### src/rtl/vect_pkg.sv
// Vector lane controller shared types.
// FSM state encoding and the write-back tracking token.
package vect_pkg;

  localparam int TOK_EW = 8;

  typedef enum logic [1:0] {
    IDLE,
    ISSUE,
    DRAIN,
    DONE
  } vlane_state_t;

  typedef struct packed {
    logic              valid;
    logic [TOK_EW-1:0] elem;
  } vlane_tok_t;

endpackage

### src/rtl/vlane_ctrl_if.sv
// Vector lane controller instruction and VRF port bundle.
// master drives instructions, slave is the controller.
interface vlane_ctrl_if #(
  parameter int ELEMS = 4
) ();

  localparam int EB = $clog2(ELEMS);
  localparam int VB = $clog2(ELEMS + 1);

  logic             instr_valid_i;
  logic             instr_ready_o;
  logic [VB-1:0]    vl_i;
  logic             vm_i;
  logic [ELEMS-1:0] mask_i;
  logic             rd_en_o;
  logic [EB-1:0]    rd_elem_o;
  logic             wr_en_o;
  logic [EB-1:0]    wr_elem_o;
  logic             busy_o;
  logic             done_o;
  logic [31:0]      busy_cycles_o;

  modport master (
    output instr_valid_i, vl_i, vm_i, mask_i,
    input  instr_ready_o, rd_en_o, rd_elem_o,
    input  wr_en_o, wr_elem_o, busy_o, done_o,
    input  busy_cycles_o
  );

  modport slave (
    input  instr_valid_i, vl_i, vm_i, mask_i,
    output instr_ready_o, rd_en_o, rd_elem_o,
    output wr_en_o, wr_elem_o, busy_o, done_o,
    output busy_cycles_o
  );

endinterface

### src/rtl/vlane_pipe_tracker.sv
// L-deep token shift pipeline mirroring read-to-write latency.
// any_valid_o flags tokens still upstream of the output slot.
module vlane_pipe_tracker
  import vect_pkg::*;
#(
  parameter int L = 3,
  parameter int W = 2
) (
  input  logic       clk_i,
  input  logic       resetn_i,
  input  vlane_tok_t in_tok_i,
  output vlane_tok_t out_tok_o,
  output logic       any_valid_o
);

  localparam logic [L-1:0] LAST = L'(1) << (L - 1);

  logic [L-1:0] vld_q;
  logic [W-1:0] elem_q [L];
  logic         unused_tok;

  assign unused_tok = ^in_tok_i.elem;

  // shift tokens one slot per cycle
  always_ff @(posedge clk_i or negedge resetn_i) begin
    if (!resetn_i) begin
      vld_q <= '0;
      for (int i = 0; i < L; i++) begin
        elem_q[i] <= '0;
      end
    end else begin
      vld_q[0]  <= in_tok_i.valid;
      elem_q[0] <= in_tok_i.valid ? in_tok_i.elem[W-1:0] : '0;
      for (int i = 1; i < L; i++) begin
        vld_q[i]  <= vld_q[i-1];
        elem_q[i] <= elem_q[i-1];
      end
    end
  end

  // present the emerging token
  always_comb begin
    out_tok_o       = '0;
    out_tok_o.valid = vld_q[L-1];
    out_tok_o.elem  = TOK_EW'(elem_q[L-1]);
  end

  assign any_valid_o = |(vld_q & ~LAST);

endmodule

### src/rtl/vlane_ctrl.sv
// Vector lane issue/write-back sequencer.
// VLANE_CTRL_PERF_EN enables the busy-cycle counter.
module vlane_ctrl
  import vect_pkg::*;
#(
  parameter int ELEMS      = 4,
  parameter int RD_LAT     = 2,
  parameter int EXE_STAGES = 1
) (
  input logic         clk_i,
  input logic         resetn_i,
  vlane_ctrl_if.slave bus
);

  localparam int L  = RD_LAT + EXE_STAGES;
  localparam int EB = $clog2(ELEMS);
  localparam int VB = $clog2(ELEMS + 1);

  vlane_state_t     state_q, state_d;
  logic [EB-1:0]    cnt_q, cnt_d;
  logic [VB-1:0]    vl_q, vl_sat;
  logic             vm_q;
  logic [ELEMS-1:0] mask_q;
  logic             accept, last, rd_en;
  logic             any_valid, wr_en;
  logic [EB-1:0]    tok_elem;
  vlane_tok_t       in_tok, out_tok;
  logic             unused_tok;

  assign vl_sat = (bus.vl_i > VB'(ELEMS)) ? VB'(ELEMS) : bus.vl_i;
  assign accept = bus.instr_valid_i && (state_q == IDLE);
  assign last   = (VB'(cnt_q) == vl_q - VB'(1));

  // state and element counter
  always_ff @(posedge clk_i or negedge resetn_i) begin
    if (!resetn_i) begin
      state_q <= IDLE;
      cnt_q   <= '0;
    end else begin
      state_q <= state_d;
      cnt_q   <= cnt_d;
    end
  end

  // operand capture, frozen while busy
  always_ff @(posedge clk_i or negedge resetn_i) begin
    if (!resetn_i) begin
      vl_q   <= '0;
      vm_q   <= 1'b0;
      mask_q <= '0;
    end else if (accept) begin
      vl_q   <= vl_sat;
      vm_q   <= bus.vm_i;
      mask_q <= bus.mask_i;
    end
  end

  // next state and read issue
  always_comb begin
    state_d = state_q;
    cnt_d   = cnt_q;
    rd_en   = 1'b0;
    unique case (state_q)
      IDLE: begin
        if (accept) begin
          cnt_d   = '0;
          state_d = (vl_sat == '0) ? DONE : ISSUE;
        end
      end
      ISSUE: begin
        rd_en = 1'b1;
        if (last) begin
          cnt_d   = '0;
          state_d = DRAIN;
        end else begin
          cnt_d = cnt_q + EB'(1);
        end
      end
      DRAIN: begin
        if (!any_valid) state_d = DONE;
      end
      DONE: state_d = IDLE;
      default: state_d = IDLE;
    endcase
  end

  // token for the element being read
  always_comb begin
    in_tok       = '0;
    in_tok.valid = rd_en;
    in_tok.elem  = rd_en ? TOK_EW'(cnt_q) : '0;
  end

  vlane_pipe_tracker #(
    .L (L),
    .W (EB)
  ) u_trk (
    .clk_i       (clk_i),
    .resetn_i    (resetn_i),
    .in_tok_i    (in_tok),
    .out_tok_o   (out_tok),
    .any_valid_o (any_valid)
  );

  assign tok_elem   = out_tok.elem[EB-1:0];
  assign unused_tok = ^out_tok.elem;
  assign wr_en      = out_tok.valid &&
                      (vm_q || mask_q[tok_elem]);

  assign bus.instr_ready_o = (state_q == IDLE);
  assign bus.busy_o        = (state_q != IDLE);
  assign bus.done_o        = (state_q == DONE);
  assign bus.rd_en_o       = rd_en;
  assign bus.rd_elem_o     = rd_en ? cnt_q : '0;
  assign bus.wr_en_o       = wr_en;
  assign bus.wr_elem_o     = wr_en ? tok_elem : '0;

`ifdef VLANE_CTRL_PERF_EN
  logic [31:0] perf_q;

  // count busy cycles, wrapping naturally
  always_ff @(posedge clk_i or negedge resetn_i) begin
    if (!resetn_i) begin
      perf_q <= '0;
    end else if (state_q != IDLE) begin
      perf_q <= perf_q + 32'd1;
    end
  end

  assign bus.busy_cycles_o = perf_q;
`else
  assign bus.busy_cycles_o = '0;
`endif

endmodule
### src/flat_wrapper.sv
// flat-port wrapper written by rule: the top's interface ports become plain ports
module vlane_ctrl_flat import vect_pkg::*;
#(
  parameter int ELEMS      = 4,
  parameter int RD_LAT     = 2,
  parameter int EXE_STAGES = 1
)
  (clk_i, resetn_i, bus_instr_valid_i, bus_vl_i, bus_vm_i, bus_mask_i, bus_instr_ready_o, bus_rd_en_o, bus_rd_elem_o, bus_wr_en_o, bus_wr_elem_o, bus_busy_o, bus_done_o, bus_busy_cycles_o);
  vlane_ctrl_if #(.ELEMS(ELEMS)) bus_i ();
  input logic clk_i;
  input logic resetn_i;
  input wire logic [$bits(bus_i.instr_valid_i)-1:0] bus_instr_valid_i;
  input wire logic [$bits(bus_i.vl_i)-1:0] bus_vl_i;
  input wire logic [$bits(bus_i.vm_i)-1:0] bus_vm_i;
  input wire logic [$bits(bus_i.mask_i)-1:0] bus_mask_i;
  output wire logic [$bits(bus_i.instr_ready_o)-1:0] bus_instr_ready_o;
  output wire logic [$bits(bus_i.rd_en_o)-1:0] bus_rd_en_o;
  output wire logic [$bits(bus_i.rd_elem_o)-1:0] bus_rd_elem_o;
  output wire logic [$bits(bus_i.wr_en_o)-1:0] bus_wr_en_o;
  output wire logic [$bits(bus_i.wr_elem_o)-1:0] bus_wr_elem_o;
  output wire logic [$bits(bus_i.busy_o)-1:0] bus_busy_o;
  output wire logic [$bits(bus_i.done_o)-1:0] bus_done_o;
  output wire logic [$bits(bus_i.busy_cycles_o)-1:0] bus_busy_cycles_o;
  assign bus_i.instr_valid_i = bus_instr_valid_i;
  assign bus_i.vl_i = bus_vl_i;
  assign bus_i.vm_i = bus_vm_i;
  assign bus_i.mask_i = bus_mask_i;
  assign bus_instr_ready_o = bus_i.instr_ready_o;
  assign bus_rd_en_o = bus_i.rd_en_o;
  assign bus_rd_elem_o = bus_i.rd_elem_o;
  assign bus_wr_en_o = bus_i.wr_en_o;
  assign bus_wr_elem_o = bus_i.wr_elem_o;
  assign bus_busy_o = bus_i.busy_o;
  assign bus_done_o = bus_i.done_o;
  assign bus_busy_cycles_o = bus_i.busy_cycles_o;
  vlane_ctrl #(.ELEMS(ELEMS), .RD_LAT(RD_LAT), .EXE_STAGES(EXE_STAGES)) u_core (.clk_i(clk_i), .resetn_i(resetn_i), .bus(bus_i));
endmodule
### config.mk
export PLATFORM = sky130hd
export DESIGN_NAME = vlane_ctrl_flat
export DESIGN_NICKNAME = d
export VERILOG_FILES = /design/src/rtl/vect_pkg.sv /design/src/rtl/vlane_ctrl_if.sv /design/src/rtl/vlane_pipe_tracker.sv /design/src/rtl/vlane_ctrl.sv /design/src/flat_wrapper.sv
export SDC_FILE = /design/constraint.sdc
export NUM_CORES = 1
export LEC_CHECK = 0
export CORE_ASPECT_RATIO = 2
export CORE_UTILIZATION = 30
export CTS_CLUSTER_DIAMETER = 80
export DETAILED_ROUTE_END_ITERATION = 8
export DONT_BUFFER_PORTS = 1
export PLACE_DENSITY = 0.52
export SETUP_SLACK_MARGIN = 0.3
export SLEW_MARGIN = 10
export SYNTH_ARGS = -nofsm -noshare
export SYNTH_HDL_FRONTEND = slang
export SYNTH_SLANG_ARGS = --single-unit
### constraint.sdc
create_clock -name clk_i -period 1.75 [get_ports clk_i]
set_clock_uncertainty 0.05 [all_clocks]
set_input_delay 0.175 -clock clk_i [delete_from_list [all_inputs] [get_ports clk_i]]
set_output_delay 0.175 -clock clk_i [all_outputs]
set_load 0.01 [all_outputs]
==> impl_metrics.csv <==
group,metric,value,unit
status,outcome,"complete, no violations",
synthesis,synth_cells,115,
die,io_pins,52,
synthesis,synthTopCellsByCount,"buf_4 (32), dfrtp_1 (21), inv_1 (8)",
critical_path,cp-endpoint,"bus_wr_en_o",
critical_path,r2r_slack,210,ps
grt,grt_most_used_layer,"met2",
critical_path,reg2reg_depth,6,
job,maxCapViolations,0,
grt,grt_pass1_wl,3360,microns
clock_network,insertion_delay,260,ps
timing,worstMarginPinSlew,976.7,ps
die,die-area,4367,sq um
timing,slew_headroom,0.3467,
synthesis,synth-compound-area-share,0.07543,
routing,vias_per_cell,4.099,
pwr,p_leak,0.6693,nW
synthesis,synth_warnings,0,
synthesis,synth_edf_count,0,
grt,grt.total_usage,0.1056,
synthesis,ys.flop_type,"dfrtp_1",
grt,grt_antenna_before_repair,0,
timing,holdWs,2.916,ps
placed_design,gp_congestion,0.7100,
die,rows,32,
die,core_area,3884,sq um
die,die_w,47.23,microns
critical_path,r2r_end,"u_core.state_q[0]",
timing,period_needed,1604,ps
routing,dr_total_vias,742,
clock_network,path_clk_slew,80,ps
synthesis,synth_top_family_by_area,"buffers and inverters",
synthesis,muxShareOfSynthArea,0.1060,
final_layout,antenna_cells,0,
critical_path,critical_path_class,"flip-flop to output port",
timing,finalSetupTns,0,ps
synthesis,syn_avg_cell_area,10.67,sq um
die,fp.dieH,92.46,microns
final_layout,syn_to_final_growth,13.56,%
grt,grt_max_degree,22,
final_layout,drive_above_1_share,0.3231,
timing,maxSlewViolCount,0,
routing,wire_per_inst,11.96,microns
hold_path,hold_path.class,"input port to flip-flop",
synthesis,synth_seq_area_share,0.4281,
timing,timing.final.crit_share,0.9167,
routing,drt_first_pass_iters,2,
placed_design,dp_slack,121.5,ps
synthesis,yosys.cell_count.top_type,"buf_4",
final_layout,final_nets,148,
synthesis,synthTopCellsByArea,"dfrtp_1 (43%), buf_4 (20%), mux2_2 (6.4%)",
critical_path,cp_data_required_time,1520,ps
critical_path,cp_max_fo,3,
critical_path,r2r-start,"u_core.vl_q[1]",
clock_network,clk_path_buf_depth,2,
critical_path,critPathCaptureType,"output port",
synthesis,yosysTopAreaCellShare,0.4281,
timing,fin_ws,145.7,ps
clock_network,cts_tree,"done",
routing,drc,0,
synthesis,synth-xor-area-share,0.02752,
clock_network,cts.sinks,21,
clock_network,htree_levels,1,
synthesis,synth_top_cell_by_area,"dfrtp_1",
timing,hold_viol_final,0,
die,start_util,0.3160,
timing,rsz0062_at_grt,"true",
timing,finalSetupViolCount,0,
grt,grt_pass1_vias,754,
routing,wirelength,2165,microns
pwr,peakVddDrop,0.7888,mV
routing,drt_iter0_drc,4,
critical_path,startpoint_type,"flip-flop",
synthesis,synth_seq_cells,21,
placed_design,io_buffers,0,
critical_path,cp.arrival,1380,ps
synthesis,synth_area,1227,sq um
clock_network,numCtsBuffers,3,
grt,grt_use_met1,0.1090,
timing,clock.fmax,0.6233,GHz
placed_design,dp_hpwl,1500,microns
clock_network,cts-root-buf,"clkbuf_8",
synthesis,synthSimpleGateAreaFrac,0.07441,
routing,postRouteAntennaNets,0,
pwr,powerDensity,1829,nW/um^2
critical_path,crit_start,"u_core.u_trk.out_tok_o[0]",
synthesis,yosysUniqueCellTypes,29,
synthesis,synthAdderAreaFrac,0.06116,
grt,use_met2,0.1963,
grt,met3_usage,0.01559,
grt,overflow,0,
synthesis,async_reset_ff_frac,1.000,
## worst min path at each step
stage | endpoint | cells past startpoint | slack (ps) | start
detailed placement | u_core.state_q[0] | 0 | -170 | resetn_i
global route | u_core.mask_q[0] | 1 | 10 | bus_mask_i[0]
global placement | u_core.state_q[1] | 0 | -170 | resetn_i
CTS | u_core.mask_q[1] | 1 | 6 | bus_mask_i[1]
floorplan | u_core.cnt_q[0] | 0 | -170 | resetn_i
finish | u_core.vl_q[0] | 2 | 3 | bus_vl_i[0]
## stage by stage
stage / area, sq um / power (W) / util / std cells
6_report: 1394 / 0.002549 / 0.3589 / 181
5_1_grt: 1394 / 0.002722 / 0.3589 / 181
4_1_cts: 1353 / 0.002457 / 0.3483 / 177
3_3_place_gp: 1182 / 0.001799 / 0.3044 / 166
3_5_place_dp: 1182 / 0.001841 / 0.3044 / 166
2_1_floorplan: 1349 / 0.001677 / - / 146
## routing by layer
| metal | vias up | wire length (microns) |
|---|---|---|
| met1 | 355 | 789 |
| met2 | 40 | 1272 |
| met3 | 2 | 99 |
| met5 | - | 0 |
| li1 | 345 | - |
| met4 | 0 | 4 |
## worst max-delay path, cell delays in order, from the launching register on
cell and delay [ps]:
dfrtp_1 420, mux2_4 320, a21oi_4 150, o21ai_1 80, and2_4 150
## registers in the layout (all words and copies together) (netlist names)
register and cells:
u_core.cnt_q 2, u_core.mask_q 4, u_core.vm_q 1, u_core.u_trk.vld_q 3
u_core.u_trk.out_tok_o 2, u_core.vl_q 3, u_core.u_trk.elem_q 4, u_core.state_q 2
## logic make-up after synthesis
| kind of cell | after synthesis |
|---|---|
| XOR/XNOR | 3 |
| buffers and inverters | 41 |
| flip-flops | 21 |
| AND/OR/NAND/NOR | 18 |
| other | 1 |
| multiplexers | 12 |
| adder cells (fa/ha/maj) | 6 |
| AO/OA/AOI/OAI | 13 |
## area by class of cell
cell class / count / area (sq um)
Fill cell: 404 / 2490
Multi-Input combinational cell: 84 / 611.8
Sequential cell: 21 / 526.8
Timing Repair Buffer: 13 / 107.6
Tap cell: 51 / 63.81
Clock buffer: 3 / 41.29
Inverter: 8 / 35.03
Clock inverter: 1 / 7.507
## repair_timing
action	in CTS	in global routing
pin swaps	10	3
gates cloned	1	0
setup endpoints to repair	17	16
setup buffers	5	4
hold buffers	1	0
hold endpoints to repair	21	0
resized for setup	16	5
## cell usage in the layout, fill, tap and decap left out, types with 2 or more instances in the layout
cell	n
nor2_1	2
dfrtp_1	20
inv_2	3
inv_1	3
ha_4	3
ha_1	3
a21oi_2	2
buf_6	2
mux2_2	7
o21ai_1	2
o21ai_0	3
clkbuf_8	3
nand3_1	2
nand2_1	5
conb_1	32
buf_4	10
inv_4	2
nand2b_1	3
mux2i_1	4
xor2_1	2
## where the power goes
group	internal, W	total (W)	leakage (nW)	switching [W]
sequential	0.000712	0.000897	0.262	0.000185
combinational	0.000694	0.00133	0.385	0.000636
clock	0.000161	0.000322	0.0217	0.000161
total	0.00157	0.00255	0.669	0.000982
Note: power is estimated with default switching activity, not from simulation.
